--- src/rtl/core_pkg.sv ---
// core_pkg: shared defaults and the write-back entry type for the register file write path
package core_pkg;

   localparam int DefaultDataWidth = 16;
   localparam int DefaultNumRegs   = 16;
   localparam int DefaultAddrWidth = $clog2(DefaultNumRegs);

   typedef struct packed {
      logic [DefaultAddrWidth-1:0] addr;
      logic [DefaultDataWidth-1:0] data;
   } wb_entry_t;

   function automatic wb_entry_t make_entry(input logic [DefaultAddrWidth-1:0] addr,
                                            input logic [DefaultDataWidth-1:0] data);
      make_entry.addr = addr;
      make_entry.data = data;
   endfunction

endpackage

--- src/rtl/wb_fifo.sv ---
// wb_fifo: small synchronous queue of write-back entries with flush
module wb_fifo import core_pkg::*; #(
   parameter  int Depth      = 4,
   localparam int PtrWidth   = $clog2(Depth),
   localparam int CountWidth = $clog2(Depth + 1)
) (
   input  logic                  clk,
   input  logic                  rst_n,
   input  logic                  push,
   input  logic                  pop,
   input  logic                  flush,
   input  wb_entry_t             din,
   output wb_entry_t             dout,
   output logic [CountWidth-1:0] count
);

   wb_entry_t             mem_q [Depth];
   wb_entry_t             mem_d [Depth];
   logic [PtrWidth-1:0]   wr_ptr_q, wr_ptr_d;
   logic [PtrWidth-1:0]   rd_ptr_q, rd_ptr_d;
   logic [CountWidth-1:0] count_q, count_d;

   // next pointers, occupancy and storage; flush discards everything queued
   always_comb begin
      mem_d = mem_q;
      if (push && !flush) mem_d[wr_ptr_q] = din;
      wr_ptr_d = flush ? '0 : wr_ptr_q + PtrWidth'(push);
      rd_ptr_d = flush ? '0 : rd_ptr_q + PtrWidth'(pop);
      count_d  = flush ? '0 : count_q + CountWidth'(push) - CountWidth'(pop);
   end

   // pointer and occupancy registers
   always_ff @(posedge clk or negedge rst_n) begin
      if (!rst_n) begin
         wr_ptr_q <= '0;
         rd_ptr_q <= '0;
         count_q  <= '0;
      end else begin
         wr_ptr_q <= wr_ptr_d;
         rd_ptr_q <= rd_ptr_d;
         count_q  <= count_d;
      end
   end

   // entry storage needs no reset; occupancy alone decides what is valid
   always_ff @(posedge clk) begin
      mem_q <= mem_d;
   end

   assign dout  = mem_q[rd_ptr_q];
   assign count = count_q;

endmodule

--- src/rtl/regfile_writeback.sv ---
// regfile_writeback: arbitrates ALU/LSU results into a queue, drains one register write per cycle, tracks pending destinations
module regfile_writeback import core_pkg::*; #(
   parameter  int DataWidth  = DefaultDataWidth,
   parameter  int NumRegs    = DefaultNumRegs,
   parameter  int FifoDepth  = 4,
   localparam int AddrWidth  = $clog2(NumRegs),
   localparam int CountWidth = $clog2(FifoDepth + 1)
) (
   input  logic                 clk,
   input  logic                 rst_n,
   input  logic                 alu_valid,
   output logic                 alu_ready,
   input  logic [AddrWidth-1:0] alu_addr,
   input  logic [DataWidth-1:0] alu_data,
   input  logic                 lsu_valid,
   output logic                 lsu_ready,
   input  logic [AddrWidth-1:0] lsu_addr,
   input  logic [DataWidth-1:0] lsu_data,
   input  logic                 claim_en,
   input  logic [AddrWidth-1:0] claim_addr,
   input  logic                 flush,
   output logic [NumRegs-1:0]   pending,
   output logic                 reg_w_en,
   output logic [AddrWidth-1:0] addr_in,
   output logic [DataWidth-1:0] reg_in
);

   logic [CountWidth-1:0] count;
   logic                  lsu_fire, alu_fire, push, pop;
   wb_entry_t             push_entry, head_entry;
   logic                  reg_w_en_q, reg_w_en_d;
   logic [AddrWidth-1:0]  addr_in_q, addr_in_d;
   logic [DataWidth-1:0]  reg_in_q, reg_in_d;
   logic [NumRegs-1:0]    pending_q, pending_d;
   logic [NumRegs-1:0]    set_mask, clr_mask;

   // arbitration: LSU wins, ALU only gets a slot when the LSU is idle; queue always drains unless flushed
   always_comb begin
      lsu_ready  = rst_n && (count < CountWidth'(FifoDepth)) && !flush;
      alu_ready  = lsu_ready && !lsu_valid;
      lsu_fire   = lsu_valid && lsu_ready;
      alu_fire   = alu_valid && alu_ready;
      push       = lsu_fire || alu_fire;
      push_entry = lsu_fire ? make_entry(lsu_addr, lsu_data) : make_entry(alu_addr, alu_data);
      pop        = (count != '0) && !flush;
   end

   wb_fifo #(.Depth(FifoDepth)) u_fifo (
      .clk   (clk),
      .rst_n (rst_n),
      .push  (push),
      .pop   (pop),
      .flush (flush),
      .din   (push_entry),
      .dout  (head_entry),
      .count (count)
   );

   // output register: a popped head becomes next cycle's write; address and data hold when idle
   always_comb begin
      reg_w_en_d = pop;
      addr_in_d  = pop ? head_entry.addr : addr_in_q;
      reg_in_d   = pop ? head_entry.data : reg_in_q;
   end

   // scoreboard: claims set, completed writes clear, a same-edge claim beats the clear
   always_comb begin
      set_mask  = (claim_en && !flush) ? (NumRegs'(1) << claim_addr) : '0;
      clr_mask  = reg_w_en_q ? (NumRegs'(1) << addr_in_q) : '0;
      pending_d = flush ? '0 : ((pending_q & ~clr_mask) | set_mask);
   end

   // output and scoreboard registers
   always_ff @(posedge clk or negedge rst_n) begin
      if (!rst_n) begin
         reg_w_en_q <= 1'b0;
         addr_in_q  <= '0;
         reg_in_q   <= '0;
         pending_q  <= '0;
      end else begin
         reg_w_en_q <= reg_w_en_d;
         addr_in_q  <= addr_in_d;
         reg_in_q   <= reg_in_d;
         pending_q  <= pending_d;
      end
   end

   assign reg_w_en = reg_w_en_q;
   assign addr_in  = addr_in_q;
   assign reg_in   = reg_in_q;
   assign pending  = pending_q;

endmodule
--- config.mk ---
export PLATFORM = sky130hd
export DESIGN_NAME = regfile_writeback
export DESIGN_NICKNAME = d
export VERILOG_FILES = /design/src/rtl/core_pkg.sv /design/src/rtl/wb_fifo.sv /design/src/rtl/regfile_writeback.sv
export SDC_FILE = /design/constraint.sdc
export NUM_CORES = 1
export LEC_CHECK = 0
export BUFFER_PORTS_ARGS = -buffer_cell sky130_fd_sc_hd__buf_2
export CAP_MARGIN = 20
export CORE_MARGIN = 2
export CORE_UTILIZATION = 35
export DETAILED_ROUTE_END_ITERATION = 10
export HOLD_SLACK_MARGIN = 0.15
export PLACE_DENSITY = 0.64
export SLEW_MARGIN = 20
export SYNTH_ARGS = -nofsm -noshare
export SYNTH_HDL_FRONTEND = slang
export SYNTH_SLANG_ARGS = --single-unit
export TNS_END_PERCENT = 20
--- constraint.sdc ---
create_clock -name clk -period 4.7 [get_ports clk]
set_clock_uncertainty 0.15 [all_clocks]
set_input_delay 0.235 -clock clk [delete_from_list [all_inputs] [get_ports clk]]
set_output_delay 0.235 -clock clk [all_outputs]
set_load 0.005 [all_outputs]
==> Implementation_results.wiki, run 1 <==
{| class="wikitable"
! Metric !! Value
|-
| Outcome || complete, but fails checks
|-
| Violated checks || design-rule violations
|-
| Crit path DAT || 2.58 ns
|-
| Vias in the first global route || 3,195
|-
| Top-level port count || 89
|-
| I/O Buffers || 88
|-
| Hold path cells || 2
|-
| Cell accounting for the most synthesized area || edfxtp_1
|-
| Synth Net Count || 349
|-
| First-pass DRT Iterations || 7
|-
| Share of the synthesized area in the top cell type || 45.4%
|-
| Power density relative to cell area || 484 mW/mm²
|-
| Proportion of layout cells with a drive suffix above 1 || 42.2%
|-
| Leading post-synthesis cells by cell area || edfxtp_1 (45%), dfrtp_1 (21%), mux2_4 (11%), mux4_2 (8.5%), o21ai_0 (2.4%)
|-
| Time the final worst path needs with I/O delays and setup || 2.60 ns
|-
| Share of power burned in the clock network || 35.2%
|-
| Violation count after the first detailed-routing iteration || 116
|-
| Num rows || 44
|-
| Clock slew at the register clock pins of the worst setup and hold paths || 0.05 ns
|-
| Die width || 127 µm
|-
| Max Clock Freq || 0.385 GHz
|-
| Antenna Violating Nets Remaining || 0
|-
| Post-detailed-route DRC marker count || 1
|-
| Worst hold slack || 0.210 ns
|-
| Initial cell density of the core || 36.2%
|-
| Post-Place Worst Slack || 1.88 ns
|-
| Total instance count after detailed placement || 559
|-
| Post-synthesis sequential element count || 124
|-
| Final hold violations || 0
|-
| RSZ-0062 raised after global routing || false
|-
| Worst Hold Path EP || u_fifo.count[2]$_DFF_PN0_
|-
| Mean instance size in the synthesized netlist || 17.9 µm²
|-
| Worst setup EP type || register
|-
| Sw Share || 25.7%
|-
| R2r setup slk || 2.16 ns
|-
| Max Fanout on Critical Path || 20
|-
| Fraction of power consumed by combinational cells || 21.4%
|-
| Utilization after layout || 47.5%
|-
| Final nets || 498
|-
| Remaining max-slew budget at the tightest pin || 32.9%
|-
| Total CTS buffers || 17
|-
| Pins over their slew limit || 0
|-
| Number of standard cells in the final layout excluding fillers || 641
|-
| Final period util || 55.3%
|-
| Worst hold path startpoint || flush
|-
| Crit Reg-Reg Startpoint || u_fifo.count[2]$_DFF_PN0_
|-
| Total setup buffers inserted after CTS || 0
|-
| Internal power of the cells || 2.50 mW
|-
| Ys async rst share || 35.5%
|-
| Full die area || 0.0161 mm²
|-
| Area Growth Syn to Fin || 31.4%
|-
| Wire length of the first global-routing pass || 16,700 µm
|-
| Detailed-route vias per instance || 4.81
|-
| Worst-Skew Late Latency || 0.40 ns
|-
| Area of combinational cells with multiple inputs || 0.00170 mm²
|-
| Maximum clock path buffer count || 2
|-
| Footprint of the flip-flops and latches || 0.00350 mm²
|-
| Final setup viols || 0
|-
| Leak || 2.77 nW
|-
| Overflow after GRT || 0
|-
| Total routed wirelength || 10,500 µm
|-
| Post-synthesis instance area || 0.00529 mm²
|-
| RD Place Congestion || 0.798
|-
| Number of clock sinks || 124
|-
| MaxCap Viol Count || 0
|-
| Tot GR Track Use || 13.7%
|-
| Worst endpoint required time || 4.68 ns
|-
| Setup TNS || 0 ns
|-
| Floorplan Core Area || 0.0146 mm²
|-
| Synthesized instance count || 295
|-
| Clock tree from TritonCTS || yes
|-
| Largest net degree at the start of global routing || 45
|-
| Startpoint-to-endpoint class of the critical path || input pin to register
|-
| H-tree lvl count || 4
|-
| Kind of start point of the critical path || input pin
|-
| Switching power || 0.865 mW
|-
| Initial antenna violation count || 0
|-
| Unique masters post-synth || 37
|-
| Commonest register cell after synthesis || edfxtp_1
|-
| Reg power frac || 43.3%
|-
| Hold Crit Class || input pin to register
|-
| Number of flops mapped to enable cells by yosys || 80
|-
| Vias after detailed routing || 3,086
|-
| Clock tree root buffer cell || clkbuf_16
|-
| Final antenna diode count || 0
|-
| Per-cell routed wire length || 16.4 µm
|-
| Measured slew at the worst slew-check pin || 1.01 ns
|-
| # fillers || 1,258
|-
| Depth of the worst register-to-register path || 4
|-
| Register area share after synthesis || 66.2%
|-
| Worst ir drop on vdd || 0.272 mV
|-
| Synth warnings || 0
|-
| Capturing point of the worst reg2reg path || u_fifo.mem_q[79]$_DFFE_PP_
|-
| Die H || 127 µm
|-
| DPL Wire Length || 6520 µm
|-
| Setup slack of the critical path after layout || 2.10 ns
|}
[kinds of logic after synthesis]
| kind of cell | share of synthesized area, % |
|---|---|
| compound gates | 3.26 |
| xor+xnor | 0.662 |
| fa+ha+maj | 1.09 |
| buf+inv | 2.22 |
| flops | 66.2 |
| mux | 19.9 |
| simple gates | 6.74 |
[power groups by stage]
| stage | combinational, mW | clock (mW) | sequential, mW |
|---|---|---|---|
| after floorplan | 0.533 | 0 | 1.41 |
| after CTS | 0.737 | 1.21 | 1.46 |
| after detailed placement | 0.692 | 0 | 1.48 |
| after global routing | 0.783 | 1.25 | 1.48 |
| final | 0.722 | 1.19 | 1.46 |
| after global placement | 0.678 | 0 | 1.48 |
[how the worst max path moves through the flow]
stage                         startpoint                         end  slack [ns]  cells past startpoint
6_report                           rst_n  u_fifo.mem_q[79]$_DFFE_PP_        2.10                      6
5_1_grt                            rst_n  u_fifo.mem_q[79]$_DFFE_PP_        2.02                      6
4_1_cts                            rst_n  u_fifo.mem_q[11]$_DFFE_PP_        2.01                      6
3_5_place_dp                       flush  u_fifo.mem_q[11]$_DFFE_PP_        1.88                      5
3_3_place_gp                       flush  u_fifo.mem_q[11]$_DFFE_PP_        1.96                      5
2_1_floorplan  u_fifo.count[2]$_DFF_PN0_  u_fifo.mem_q[40]$_DFFE_PP_        1.71                      3
[layout by cell type (no fill, tap or decap), drive strengths merged, types with 7 or more instances in the layout]
| cell type | count |
|---|---|
| buf | 92 |
| edfxtp | 80 |
| dlygate4sd3 | 50 |
| dfrtp | 44 |
| mux2 | 40 |
| o21ai | 25 |
| clkbuf | 21 |
| mux4 | 20 |
| nand2 | 10 |
| nor2b | 8 |
| a21oi | 8 |
| nor2 | 7 |
[through the flow]
stage / instance area (µm²) / total power, mW
after global routing: 6960 / 3.52
after CTS: 6960 / 3.41
final: 6960 / 3.37
after global placement: 5910 / 2.16
after floorplan: 5290 / 1.95
after detailed placement: 5910 / 2.17
[worst max-delay path: stages]
cell and delay (ns):
dlygate4sd3_1 0.52, buf_2 0.14, nor3b_4 0.24, and2_4 0.45, mux2_4 0.34, dlygate4sd3_1 0.62
[layout make-up]
class	count	share of cell area, %
Inverter	2	0.108
Tap cell	184	3.31
Multi-Input combinational cell	157	24.4
Timing Repair Buffer	142	14.0
Clock buffer	21	6.47
Sequential cell	124	50.4
Clock inverter	11	1.38
[state kept, by name, indices dropped and copies added, names as in the netlist]
name and count:
pending 16, addr_in 4, u_fifo.wr_ptr_q 2, u_fifo.mem_q 80, reg_w_en 1, u_fifo.count 3, u_fifo.rd_ptr_q 2, reg_in 16
[routing by layer]
metal / global-route usage [%] / part of all wire, % / vias to the layer above / wire [µm]
li1: - / - / 1443 / -
met1: 16.6 / 43 / 1538 / 4530
met2: 23.1 / 50 / 93 / 5310
met3: 4.36 / 5.0 / 12 / 523
met4: 5.37 / 1.7 / 0 / 174
met5: 0 / 0 / - / 0
[cell usage after synthesis, drive strengths merged, types with 4 or more instances]
| cell | instances |
|---|---|
| and2b | 5 |
| nand2 | 10 |
| nor2b | 8 |
| buf | 9 |
| o21ai | 25 |
| mux4 | 20 |
| dfrtp | 44 |
| nor2 | 7 |
| mux2 | 40 |
| edfxtp | 80 |
| nor3b | 4 |
| a21oi | 8 |
[timing repair]
item,CTS,global route
hold buffers,50,0
hold endpoints to repair,140,0
resized for setup,0,0
(Power assumes the default switching activity.)
==> inputs of run 2 (changes only) <==
clock period = 2.7 ns   (was 4.7 ns; I/O delays follow)
==> run 2 against run 1 <==
  * The flow still finishes with violations (design-rule violations)
  * Core utilization up 1.6 points
  * Clock power up 100%
  * Final cell count up 2.3%
  * First-iteration DRC count up 47%
  * Critical path type unchanged
==> Implementation_results.wiki, run 2 (synthesized netlist as in run 1, its figures left out) <==
{| class="wikitable"
! Metric !! Value
|-
| Cell repeated most along the worst path || dlygate4sd3_1
|-
| Final setup viols || 0 (unchanged)
|-
| Area of all placed cells without fillers || 0.00719 mm² (+3.4%)
|-
| Final antenna diode count || 0 (unchanged)
|-
| Number of clock sinks || 124 (unchanged)
|-
| Num rows || 44 (unchanged)
|-
| Outcome || complete, but fails checks
|-
| Post-detailed-route DRC marker count || 1 (unchanged)
|-
| Overflow after GRT || 0 (unchanged)
|-
| Share of power burned in the clock network || 38.4% (+3.2 points)
|-
| Total CTS buffers || 17 (unchanged)
|-
| Setup slack of the critical path after layout || 0.0861 ns (-2.01 ns)
|-
| Critical path cell sequence || dlygate4sd3_1 > buf_2 > nor3b_4 > and2_4 > mux2_4 > dlygate4sd3_1
|-
| Reg power frac || 39.7% (-3.6 points)
|-
| Register bank with the most flops || u_fifo.mem_q
|-
| Vias in the first global route || 3,308 (+3.5%)
|-
| Vias after detailed routing || 3,149 (+2.0%)
|-
| Startpoint-to-endpoint class of the critical path || input pin to register
|-
| RD Place Congestion || 0.791 (-0.89%)
|-
| Time the final worst path needs with I/O delays and setup || 2.61 ns
|-
| Worst endpoint required time || 2.69 ns (-1.99 ns)
|-
| # fillers || 1,247 (-0.87%)
|-
| Clock tree root buffer cell || clkbuf_16
|-
| Final nets || 513 (+3.0%)
|-
| Fraction of power consumed by combinational cells || 22.0% (+0.6 points)
|-
| Kind of start point of the critical path || input pin
|-
| Floorplan Core Area || 0.0146 mm² (unchanged)
|-
| Worst setup EP type || register
|-
| Wire length of the first global-routing pass || 17,300 µm (+3.5%)
|-
| Worst hold slack || 0.266 ns (+0.0558 ns)
|-
| Max Fanout on Critical Path || 20 (unchanged)
|-
| Maximum clock path buffer count || 2 (unchanged)
|-
| Final period util || 96.8%
|-
| Setup TNS || 0 ns (unchanged)
|-
| Max Clock Freq || 0.383 GHz
|-
| Total routed wirelength || 10,800 µm (+2.3%)
|-
| Area Growth Syn to Fin || 35.9%
|-
| Violation count after the first detailed-routing iteration || 171 (+47%)
|-
| Worst-Skew Late Latency || 0.42 ns (+0.02 ns)
|-
| Utilization after layout || 49.1% (+1.6 points)
|-
| Clock tree from TritonCTS || yes
|-
| Violated checks || design-rule violations
|-
| Most common cell after layout, fill and taps aside || buf_2
|-
| Clock slew at the register clock pins of the worst setup and hold paths || 0.06 ns (about the same)
|-
| I/O Buffers || 88 (unchanged)
|-
| Crit Reg-Reg Startpoint || u_fifo.count[2]$_DFF_PN0_
|-
| RSZ-0062 raised after global routing || false
|-
| Number of flip-flops under the largest register name || 80 (unchanged)
|-
| MaxCap Viol Count || 0 (unchanged)
|-
| Tot GR Track Use || 14.2% (+0.45 points)
|-
| Footprint of the flip-flops and latches || 0.00350 mm² (unchanged)
|-
| Power density relative to cell area || 866 mW/mm² (+79%)
|-
| Area of combinational cells with multiple inputs || 0.00170 mm² (+0.22%)
|-
| Full die area || 0.0161 mm² (unchanged)
|-
| Crit path DAT || 2.61 ns (+0.03 ns)
|-
| Pins over their slew limit || 0 (unchanged)
|-
| Measured slew at the worst slew-check pin || 0.644 ns (-0.363 ns)
|-
| Final hold violations || 0 (unchanged)
|-
| Total setup buffers inserted after CTS || 0 (unchanged)
|-
| Die H || 127 µm (unchanged)
|-
| Depth of the worst register-to-register path || 4 (unchanged)
|-
| First-pass DRT Iterations || 7 (unchanged)
|-
| Top library cells by usage in the layout, fill and taps aside || buf_2 (88), edfxtp_1 (80), dlygate4sd3_1 (55)
|-
| Antenna Violating Nets Remaining || 0 (unchanged)
|-
| Capturing point of the worst reg2reg path || u_fifo.mem_q[19]$_DFFE_PP_
|-
| Post-Place Worst Slack || 0.482 ns (-1.40 ns)
|-
| R2r setup slk || 0.12 ns (-2.04 ns)
|-
| Buffers & Inverters on Critical Path || 3 (unchanged)
|-
| Per-cell routed wire length || 16.4 µm (about the same)
|-
| Standard cell area after detailed placement || 0.00601 mm² (+1.7%)
|-
| Cell type group with the largest total delay on the critical path || buffers and inverters
|-
| H-tree lvl count || 4 (unchanged)
|-
| Detailed-route vias per instance || 4.80 (-0.29%)
|-
| Switching power || 1.55 mW (+79%)
|-
| Internal power of the cells || 4.68 mW (+87%)
|-
| Proportion of layout cells with a drive suffix above 1 || 43.2% (+0.99 points)
|-
| Die width || 127 µm (unchanged)
|-
| Leak || 2.90 nW (+4.7%)
|-
| Remaining max-slew budget at the tightest pin || 56.6% (+24 points)
|-
| Sw Share || 24.9% (-0.78 points)
|-
| DPL Wire Length || 6890 µm (+5.6%)
|-
| Max stage delay cell, worst path || dlygate4sd3_1
|-
| Worst ir drop on vdd || 0.503 mV (+85%)
|-
| Initial antenna violation count || 0 (unchanged)
|-
| Initial cell density of the core || 36.2% (unchanged)
|-
| Slowest cell delay on critical path || 0.62 ns (about the same)
|-
| Largest net degree at the start of global routing || 45 (unchanged)
|-
| Top-level port count || 89 (unchanged)
|-
| Hold Crit Class || input pin to asynchronous set/reset pin
|}
-- run 2: changes by cell type in the layout (fill, tap and decap cells not counted), sizes merged --
cell | previous run | this run
clkbuf | 21 | 18
clkinvlp | 5 | 2
inv | 2 | 4
clkinv | 5 | 6
bufinv | 1 | 4
dlygate4sd3 | 50 | 55
buf | 92 | 102
-- run 2: layer usage --
layer | wire (µm) | GRT usage (%) | up-vias
met1 | 4600 | 16.8 | 1577
met4 | 78 | 4.65 | 0
met2 | 5610 | 24.5 | 94
met5 | 0 | 0 | -
met3 | 499 | 4.65 | 11
li1 | - | - | 1467
-- run 2: power groups by stage --
stage	Sequential (mW)	Clock [mW]	Combinational, mW
2_1_floorplan	2.46	0	0.927
3_3_place_gp	2.50	0	1.31
3_5_place_dp	2.50	0	1.33
4_1_cts	2.47	2.43	1.40
5_1_grt	2.51	2.50	1.48
6_report	2.47	2.39	1.37
-- run 2: area by class of cell --
cell class | count | share of cell area (%)
sequential | 124 | 48.7
multi-input combinational | 157 | 23.6
clock buffer | 18 | 6.10
tap | 184 | 3.20
timing repair buffer | 157 | 15.6
inverter | 2 | 0.104
clock inverter | 14 | 2.66
-- run 2: what timing repair did --
action | CTS | global route
hold endpoints to repair | 147 | 0
setup endpoints to repair | 0 | 5
gates resized for setup | 0 | 1
hold buffers | 55 | 0
-- run 2: worst min-delay path: cells and delay by family --
family | cells | cell delay, ns
buf+inv | 3 | 1.17
-- run 2: worst max path at each step --
stage,startpoint,to,slack (ns),cells past startpoint
2_1_floorplan,u_fifo.count[2]$_DFF_PN0_,u_fifo.mem_q[40]$_DFFE_PP_,-0.29,3
3_3_place_gp,u_fifo.count[2]$_DFF_PN0_,u_fifo.count[2]$_DFF_PN0_,0.59,8
3_5_place_dp,u_fifo.count[2]$_DFF_PN0_,u_fifo.mem_q[11]$_DFFE_PP_,0.48,5
4_1_cts,flush,u_fifo.mem_q[19]$_DFFE_PP_,0.06,6
5_1_grt,flush,u_fifo.mem_q[19]$_DFFE_PP_,0.01,6
6_report,flush,u_fifo.mem_q[19]$_DFFE_PP_,0.09,6
-- run 2: through the flow --
stage	power [mW]	instances
finish	6.23	656
global route	6.50	656
global placement	3.81	569
CTS	6.30	656
detailed placement	3.83	569
floorplan	3.39	295
